===== src/rtl/shared_pkg.sv =====
// Shared types and constants for the parametrised SPI slave:
// FSM state encoding, command codes and the command-bit check.
package shared_pkg;

   localparam int DEF_DATA_WIDTH = 8;
   localparam int DEF_TX_TIMEOUT = 16;

   typedef enum logic [2:0] {
      IDLE      = 3'd0,
      CHK_CMD   = 3'd1,
      WRITE     = 3'd2,
      READ_ADD  = 3'd3,
      READ_DATA = 3'd4,
      TX_WAIT   = 3'd5,
      TX_SHIFT  = 3'd6,
      HOLD      = 3'd7
   } state_e;

   localparam logic [1:0] CMD_WR_ADDR = 2'b00;
   localparam logic [1:0] CMD_WR_DATA = 2'b01;
   localparam logic [1:0] CMD_RD_ADDR = 2'b10;
   localparam logic [1:0] CMD_RD_DATA = 2'b11;

   // Second command bit must match the read flavour; writes accept either value.
   function automatic logic cmd_bit_ok(input state_e st, input logic bit_w);
      logic ok;
      case (st)
         READ_ADD:  ok = (bit_w == CMD_RD_ADDR[0]);
         READ_DATA: ok = (bit_w == CMD_RD_DATA[0]);
         default:   ok = 1'b1;
      endcase
      return ok;
   endfunction

endpackage


===== src/rtl/spi_tx_serializer.sv =====
// MSB-first serialiser for read data: loads a word, drives it on MISO for
// DATA_WIDTH cycles, flags the final bit with done, then idles MISO low.
module spi_tx_serializer
   import shared_pkg::*;
#(
   parameter int DATA_WIDTH = DEF_DATA_WIDTH
) (
   input  logic                  clk,
   input  logic                  rst_n,
   input  logic                  clr,
   input  logic                  load,
   input  logic [DATA_WIDTH-1:0] tx_data,
   output logic                  MISO,
   output logic                  done
);

   localparam int CW = (DATA_WIDTH > 1) ? $clog2(DATA_WIDTH) : 1;

   logic [DATA_WIDTH-1:0] shift_r;
   logic [CW-1:0]         cnt_r;
   logic                  active_r;
   logic                  miso_r;

   assign done = active_r && (cnt_r == CW'(DATA_WIDTH - 1));
   assign MISO = miso_r;

   // Shift engine; the first bit is presented in the cycle right after load.
   always_ff @(posedge clk or negedge rst_n) begin
      if (!rst_n) begin
         shift_r  <= '0;
         cnt_r    <= '0;
         active_r <= 1'b0;
         miso_r   <= 1'b0;
      end else if (load) begin
         shift_r  <= tx_data << 1;
         cnt_r    <= '0;
         active_r <= 1'b1;
         miso_r   <= tx_data[DATA_WIDTH-1];
      end else if (clr || done) begin
         shift_r  <= '0;
         cnt_r    <= '0;
         active_r <= 1'b0;
         miso_r   <= 1'b0;
      end else if (active_r) begin
         shift_r  <= shift_r << 1;
         cnt_r    <= cnt_r + CW'(1);
         active_r <= 1'b1;
         miso_r   <= shift_r[DATA_WIDTH-1];
      end else begin
         shift_r  <= shift_r;
         cnt_r    <= '0;
         active_r <= 1'b0;
         miso_r   <= 1'b0;
      end
   end

endmodule


===== src/rtl/spi_slave_param.sv =====
// Parametrised SPI slave: frame FSM, MOSI deserialiser, read-data timeout and
// status pulses; MISO serialisation is delegated to spi_tx_serializer.
module spi_slave_param
   import shared_pkg::*;
#(
   parameter int DATA_WIDTH = DEF_DATA_WIDTH,
   parameter int TX_TIMEOUT = DEF_TX_TIMEOUT
) (
   input  logic                  clk,
   input  logic                  rst_n,
   input  logic                  SS_n,
   input  logic                  MOSI,
   output logic                  MISO,
   output logic [DATA_WIDTH+1:0] rx_data,
   output logic                  rx_valid,
   input  logic [DATA_WIDTH-1:0] tx_data,
   input  logic                  tx_valid,
   output logic                  busy,
   output logic                  frame_err,
   output logic                  rd_timeout
);

   localparam int FW = DATA_WIDTH + 2;
   localparam int BW = $clog2(DATA_WIDTH + 2);
   localparam int TW = $clog2(TX_TIMEOUT + 1);

   state_e          state_r, state_s;
   logic [BW-1:0]   bit_cnt_r, bit_cnt_s;
   logic [TW-1:0]   tmo_cnt_r, tmo_cnt_s, tmo_inc_s;
   logic            rd_seen_r, rd_seen_s;
   logic            cmd_bad_r, cmd_bad_s;
   logic [FW-2:0]   shift_r;
   logic [FW-1:0]   frame_s;
   logic [FW-1:0]   rx_data_r;
   logic            rx_valid_r, frame_err_r, rd_timeout_r, busy_r;
   logic            rx_upd_s, rx_valid_s, frame_err_s, rd_timeout_s;
   logic            load_s, clr_s, tx_done_s, last_bit_s;

   assign frame_s    = {shift_r, MOSI};
   assign last_bit_s = (bit_cnt_r == BW'(DATA_WIDTH));
   assign tmo_inc_s  = tmo_cnt_r + TW'(1);

   assign rx_data    = rx_data_r;
   assign rx_valid   = rx_valid_r;
   assign frame_err  = frame_err_r;
   assign rd_timeout = rd_timeout_r;
   assign busy       = busy_r;

   // Next-state and pulse decode; an SS_n release mid-frame always wins.
   always_comb begin
      state_s      = state_r;
      bit_cnt_s    = '0;
      tmo_cnt_s    = '0;
      rd_seen_s    = rd_seen_r;
      cmd_bad_s    = cmd_bad_r;
      rx_upd_s     = 1'b0;
      rx_valid_s   = 1'b0;
      frame_err_s  = 1'b0;
      rd_timeout_s = 1'b0;
      load_s       = 1'b0;
      clr_s        = 1'b0;
      case (state_r)
         IDLE: begin
            if (!SS_n) state_s = CHK_CMD;
            else       state_s = IDLE;
         end
         CHK_CMD: begin
            if (SS_n) begin
               state_s     = IDLE;
               frame_err_s = 1'b1;
            end else begin
               cmd_bad_s = 1'b0;
               if (!MOSI)          state_s = WRITE;
               else if (rd_seen_r) state_s = READ_DATA;
               else                state_s = READ_ADD;
            end
         end
         WRITE, READ_ADD, READ_DATA: begin
            if (SS_n) begin
               state_s     = IDLE;
               frame_err_s = 1'b1;
            end else if (last_bit_s) begin
               if (cmd_bad_r) begin
                  frame_err_s = 1'b1;
                  state_s     = HOLD;
               end else begin
                  rx_upd_s   = 1'b1;
                  rx_valid_s = 1'b1;
                  case (state_r)
                     READ_ADD: begin
                        rd_seen_s = 1'b1;
                        state_s   = HOLD;
                     end
                     READ_DATA: state_s = TX_WAIT;
                     default:   state_s = HOLD;
                  endcase
               end
            end else begin
               bit_cnt_s = bit_cnt_r + BW'(1);
               if ((bit_cnt_r == '0) && !cmd_bit_ok(state_r, MOSI)) cmd_bad_s = 1'b1;
               else                                                 cmd_bad_s = cmd_bad_r;
            end
         end
         TX_WAIT: begin
            if (SS_n) begin
               state_s     = IDLE;
               frame_err_s = 1'b1;
            end else if (tx_valid) begin
               load_s  = 1'b1;
               state_s = TX_SHIFT;
            end else if (tmo_inc_s == TW'(TX_TIMEOUT)) begin
               rd_timeout_s = 1'b1;
               rd_seen_s    = 1'b0;
               state_s      = HOLD;
            end else begin
               tmo_cnt_s = tmo_inc_s;
            end
         end
         TX_SHIFT: begin
            if (SS_n) begin
               state_s     = IDLE;
               frame_err_s = 1'b1;
               clr_s       = 1'b1;
            end else if (tx_done_s) begin
               rd_seen_s = 1'b0;
               state_s   = HOLD;
            end else begin
               state_s = TX_SHIFT;
            end
         end
         HOLD: begin
            if (SS_n) state_s = IDLE;
            else      state_s = HOLD;
         end
         default: state_s = IDLE;
      endcase
   end

   // State, counters, deserialiser and registered status outputs.
   always_ff @(posedge clk or negedge rst_n) begin
      if (!rst_n) begin
         state_r      <= IDLE;
         bit_cnt_r    <= '0;
         tmo_cnt_r    <= '0;
         rd_seen_r    <= 1'b0;
         cmd_bad_r    <= 1'b0;
         shift_r      <= '0;
         rx_data_r    <= '0;
         rx_valid_r   <= 1'b0;
         frame_err_r  <= 1'b0;
         rd_timeout_r <= 1'b0;
         busy_r       <= 1'b0;
      end else begin
         state_r      <= state_s;
         bit_cnt_r    <= bit_cnt_s;
         tmo_cnt_r    <= tmo_cnt_s;
         rd_seen_r    <= rd_seen_s;
         cmd_bad_r    <= cmd_bad_s;
         shift_r      <= frame_s[FW-2:0];
         rx_valid_r   <= rx_valid_s;
         frame_err_r  <= frame_err_s;
         rd_timeout_r <= rd_timeout_s;
         busy_r       <= (state_s != IDLE);
         if (rx_upd_s) rx_data_r <= frame_s;
         else          rx_data_r <= rx_data_r;
      end
   end

   spi_tx_serializer #(
      .DATA_WIDTH (DATA_WIDTH)
   ) u_tx (
      .clk     (clk),
      .rst_n   (rst_n),
      .clr     (clr_s),
      .load    (load_s),
      .tx_data (tx_data),
      .MISO    (MISO),
      .done    (tx_done_s)
   );

endmodule


===== config.mk =====
export PLATFORM = sky130hd
export DESIGN_NAME = spi_slave_param
export DESIGN_NICKNAME = d
export VERILOG_FILES = /design/src/rtl/shared_pkg.sv /design/src/rtl/spi_tx_serializer.sv /design/src/rtl/spi_slave_param.sv
export SDC_FILE = /design/constraint.sdc
export NUM_CORES = 1
export LEC_CHECK = 0
export ABC_AREA = 0
export BUFFER_PORTS_ARGS = -buffer_cell sky130_fd_sc_hd__buf_2
export CORE_MARGIN = 2
export CORE_UTILIZATION = 48
export CTS_CLUSTER_SIZE = 20
export DETAILED_ROUTE_END_ITERATION = 8
export PLACE_DENSITY = 0.65
export SLEW_MARGIN = 20
export SYNTH_ARGS = -nofsm -noshare
export SYNTH_HDL_FRONTEND = slang
export SYNTH_HIERARCHICAL = 1
export SYNTH_SLANG_ARGS = --single-unit

===== constraint.sdc =====
create_clock -name clk -period 5.8 [get_ports clk]
set_input_delay 0.29 -clock clk [delete_from_list [all_inputs] [get_ports clk]]
set_output_delay 0.29 -clock clk [all_outputs]
set_load 0.05 [all_outputs]

### After elaboration in Yosys (flattened, before gate mapping)

Index checks and enable logic that the tools add are counted.

| word-level totals | value |
|---|---|
| flip-flop bits (word level) | 50 |
| bits of input ports | 13 |
| word-level logic and storage cells | 125 |

| cells by class | value |
|---|---|
| add/subtract/negate cells | 3 |
| eq/ne operators | 22 |
| muxes and demuxes | 70 |
| bitwise logic cells | 1 |
| reductions and logical operators | 14 |

Operator list:

| operator | number |
|---|---|
| 1-bit 2-to-1 mux | 40 |
| 3-bit 2-to-1 mux | 13 |
| 8-bit 2-to-1 mux | 3 |
| 2-bit != test, second input constant | 11 |
| 5-bit 2-to-1 mux | 4 |
| 3-bit case mux with 6 select lines | 1 |
| 3-bit == test, second input constant | 5 |
| 4-bit 2-to-1 mux | 3 |
| 10-bit AND reduction | 1 |
| 3-bit nonzero test | 3 |
| 3-bit by 2-bit == test with 1-bit output, second input constant | 2 |
| 1-bit case mux with 2 select lines | 3 |
| 3-bit OR reduction | 2 |
| 5-bit by 1-bit adder with 5-bit output, second input constant | 1 |
| 5-bit == test, second input constant | 1 |
| 5-bit AND reduction | 1 |
| 4-bit by 1-bit adder with 4-bit output, second input constant | 1 |
| 4-bit == test, second input constant | 1 |
| 4-bit zero test | 1 |
| 2-bit 2-to-1 mux | 2 |
| 3-bit by 1-bit adder with 3-bit output, second input constant | 1 |
| 3-bit by 1-bit == test with 1-bit output, second input constant | 1 |
| 3-bit zero test | 1 |
| 1-bit case mux with 3 select lines | 1 |
| other kinds (6) | 7 |

### Depth between registers and ports, before layout

| depth | value |
|---|---|
| word-level depth | 11 |
| gate-level depth with buffers | 7 |

### Modules after synthesis

Netlist, hierarchy kept.

By module, submodules not included:

| module | instances | cells each | area an instance (um2) | seq. area each (um2) |
|---|---|---|---|---|
| spi_slave_param | 1 | 130 | 1621.6 | 925.9 |
| spi_tx_serializer | 1 | 37 | 525.5 | 300.3 |

### Worst setup path after synthesis

No wires, ideal clock.

| timing | value |
|---|---|
| path type | reg2reg |
| start point | reg state_r[1] |
| end point | reg u_tx.shift_r[2] |
| arrival | 1813 ps |
| path slack | 3860 ps |
| stages on the path, launching flop included | 6 |
| buffers on the path | 2 |
| period minus slack after synthesis | 1940 ps |
| path through | dfrtp_1 clkbuf_1 nor4b_1 buf_2 nor3_2 a221o_2 |

| between the ends | value |
|---|---|
| elaborated cells on any way between the ends | 8 |
| classes of those cells | eq/ne: 2; mux: 4; reduce/logical: 2 |

RTL lines:

| element | line | source |
|---|---|---|
| start: declaration | spi_slave_param.sv:27 | `state_e state_r, state_s;` |
| start signal: assignment | spi_slave_param.sv:154 | `state_r <= state_s;` |
| 3-bit == test * | spi_slave_param.sv:62 | `case (state_r)` |
| 1-bit 2-to-1 mux * | spi_slave_param.sv:62 |  |
| named net load_s | spi_slave_param.sv:37 | `logic load_s, clr_s, tx_done_s, last_bit_s;` |
| 3-bit nonzero test (no line) or 8-bit 2-to-1 mux (tied branches) | -- |  |
| end signal: assignment | spi_tx_serializer.sv:35 | `shift_r <= tx_data << 1;` |
| end signal: assignment | spi_tx_serializer.sv:45 | `shift_r <= shift_r << 1;` |
| end signal: assignment | spi_tx_serializer.sv:50 | `shift_r <= shift_r;` |
| end: declaration | spi_tx_serializer.sv:19 | `logic [DATA_WIDTH-1:0] shift_r;` |

Mark *: on every way through the listed nets, which the timed path passes. The rest lies on a longest branch.
A chain may end at the register's enable or synchronous reset.

### Final worst setup path

| timing | value |
|---|---|
| start point | reg state_r[2] |
| end point | reg u_tx.shift_r[3] |

The elaborated chain is that of the path after synthesis.

==> results.cfg <==
[power_and_ir_drop]
internal_power_w = 0.000553
power_density_nw_per_um2 = 342
leakagePower_nw = 1.16
sw_frac_of_total_pct = 32.5
peakVddDrop_v = 0.000120
seq_power_share_pct = 54.2
comb_power_share_pct = 21.0
clockPowerShare_pct = 24.8
power.net_switching_w = 0.000267

[detailed_routing]
drt_first_pass_iters = 4
post-route-drc-count = 0
via_count = 1340
post_drt_wl_per_cell_um = 14.9
viasPerCell = 5.43
drt_first_iter_violations = 84
postRouteAntennaNets = 0
wl_um = 3680

[clocking]
h-tree-depth = 2
cts_hold_buf = 0
cts-buffers-inserted = 5
post_cts.repair.setup_buffers = 0
clockBufferDepth = 2
clk_pin_slew_ns = 0.09
root_buffer = clkbuf_8
cts_resized = 0
cts_tree = built
cts.sinks = 49
clk_latency_ns = 0.31

[global_routing]
top_usage_layer = met2
met1_usage_pct = 21.4
antenna_found_initial = 0
grt_pass1_wl_um = 6420
gr-usage-met3_pct = 4.84
use_met2_pct = 26.1
grt_use_total_pct = 16.2
grt-ovfl-total = 0
grt_max_degree = 50
grt_pass1_vias = 1373

[worst_setup_path]
reg2reg_slack_ns = 3.46
path_cells = nand2_1, nor4b_2, nor4b_4, a221o_2
cp_data_arrival_time_ns = 2.53
startpoint_type = flip-flop
critPathBufInv = 0
critical_path_class = reg2reg
reg2reg_to = u_tx/shift_r[3]
cpPeakStageDelay_ns = 0.84
cpMaxStageDelayCell = nor4b_2
cp_max_fo = 13
required_ns = 5.99
rr_startpoint = state_r[2]
reg2reg_depth = 4
crit_family = simple AND/OR/NAND/NOR gates
end_kind = flip-flop

[logic_synthesis]
synth-edff-count = 0
ys.flop_type = dfrtp_1
ys_ff_latch = 49
yosys_warnings = 6
netlist.area_leader.share_pct = 57.1
yosys-top-cells-area = dfrtp_1, mux2_4, a221o_2
synth.net_count = 185
ys_seq_area_share_pct = 57.1
postSynthAreaPerCell_sq_um = 12.9
synth.cell_area_sq_um = 2150
synthCells = 167
synth_async_sr_flop_share_pct = 100
post-synth-top-count-cell = dfrtp_1
yosysUniqueCellTypes = 44
ys_top_cells_by_count = dfrtp_1, nor2_1, and2_1, mux2_4, a221o_2
yosys.area.top_type = dfrtp_1

[sta]
hold_ws_ns = -0.0106
drv_slew = 0
tightest_slew_ns = 0.945
rsz0062_at_grt = false
fin_tns_setup_ns = 0
max_slew_margin_pct = 36.8
period_needed_ns = 2.34
fin_crit_sh_pct = 40.3
finalHoldViolations = 22
fmax_mhz = 427
finalSetupViolCount = 0
clock_skew_ns = 0.00689

[final_layout]
layout-drive-gt1-share_pct = 31.8
stdcell_count = 247
area_growth_pct = 11.8
nets = 212
utilization_pct = 55.5
antenna_cells = 0

[floorplanning]
initial_utilization_pct = 49.7
dieArea_sq_um = 5020
std_cell_rows = 24
die_h_um = 70.9
die_w_um = 70.9
io_pins = 28
core_area_sq_um = 4320

[placement]
gp_congestion = 0.728
placed_cells = 239
port_buffers = 27
dpl.hpwl_um = 2560

[outcome]
violations = hold timing
run_status = complete, but fails checks

[worst_hold_path]
hold_class = in2async

[run]
max-cap-violations = 0
## power by group through the flow
| stage | Clock, W | Combinational (W) | Sequential (W) |
|---|---|---|---|
| 2_1_floorplan | 0 | 0.000137 | 0.000439 |
| 3_3_place_gp | 0 | 0.000165 | 0.000446 |
| 3_5_place_dp | 0 | 0.000174 | 0.000450 |
| 4_1_cts | 0.000212 | 0.000175 | 0.000444 |
| 5_1_grt | 0.000228 | 0.000191 | 0.000455 |
| 6_report | 0.000204 | 0.000172 | 0.000444 |
## cells by family (layout without fill, tap and decap cells)
kind of cell	Yosys count	after routing	synth area share, %
adder cells (fa/ha/maj)	5	5	2.91
multiplexers	11	11	7.28
AND/OR/NAND/NOR	58	58	17.5
buffers and inverters	13	41	3.15
XOR/XNOR	3	3	1.22
flip-flops	49	49	57.1
AO/OA/AOI/OAI	28	28	10.8
## area by class of cell
| type | count | area (sq um) |
|---|---|---|
| multi-input combinational | 105 | 860 |
| fill | 374 | 1920 |
| tap | 52 | 65.1 |
| inverter | 6 | 22.5 |
| clock inverter | 3 | 21.3 |
| clock buffer | 5 | 68.8 |
| timing repair buffer | 27 | 138 |
| sequential | 49 | 1230 |
## worst reg2reg max path, cell delays in order, from the launching register on
cell and delay (ns):
dfrtp_1 0.61, nand2_1 0.17, nor4b_2 0.84, nor4b_4 0.17, a221o_2 0.44
## worst max-delay path by stage
stage,cells past startpoint,slack [ns],start,end
after floorplan,5,3.86,state_r[1],u_tx/shift_r[2]
after global placement,4,3.56,state_r[2],u_tx/shift_r[4]
after detailed placement,4,3.46,state_r[2],u_tx/shift_r[3]
after CTS,4,3.44,state_r[2],u_tx/shift_r[3]
after global routing,4,3.23,state_r[2],u_tx/shift_r[3]
final,4,3.46,state_r[2],u_tx/shift_r[3]
## flip-flops by register name, indices dropped and copies added, names as in the netlist
name	flops
bit_cnt_r	4
cmd_bad_r	1
rd_seen_r	1
u_tx/MISO	1
state_r	3
rx_valid	1
shift_r	9
u_tx/cnt_r	3
frame_err	1
u_tx/active_r	1
u_tx/shift_r	7
rx_data	10
rd_timeout	1
busy	1
tmo_cnt_r	5
## per-layer routing
| metal | vias to the layer above | share of wire (%) |
|---|---|---|
| li1 | 655 | - |
| met1 | 656 | 48 |
| met2 | 22 | 47 |
| met3 | 7 | 3.7 |
| met4 | 0 | 1.4 |
| met5 | - | 0 |
## cells in the final DEF (no fill, tap or decap), types with 2 or more instances in the layout
cell / Yosys / final
a21oi_1: 5 / 5
a211oi_1: 2 / 2
nor2b_1: 5 / 5
a22o_1: 2 / 2
xnor2_1: 2 / 2
nor3_1: 3 / 3
inv_1: 5 / 5
ha_1: 5 / 5
dfrtp_1: 49 / 49
clkbuf_8: 0 / 5
o211ai_1: 2 / 2
nor4_1: 2 / 2
or4_1: 2 / 2
and2_1: 9 / 9
nand4_1: 3 / 3
nor3_4: 2 / 2
nand3b_1: 2 / 2
nand2_1: 5 / 5
nand2b_1: 3 / 3
buf_2: 3 / 26
nor2_1: 10 / 10
or2_2: 2 / 2
o21ai_0: 3 / 3
mux2_4: 9 / 9
a31oi_1: 2 / 2
nand3_1: 3 / 3
a221o_2: 6 / 6
## through the flow
stage               worst slack (ns)  power, W  hold WS [ns]  area, sq um
floorplan                       3.86  0.000576      -0.00559         2150
global placement                3.56  0.000612         0.357         2310
CTS                             3.44  0.000831         0.166         2400
finish                          3.46  0.000820       -0.0106         2400
global route                    3.23  0.000874        0.0225         2400
detailed placement              3.46  0.000625         0.362         2310
Power figures use the tool's default switching activity.
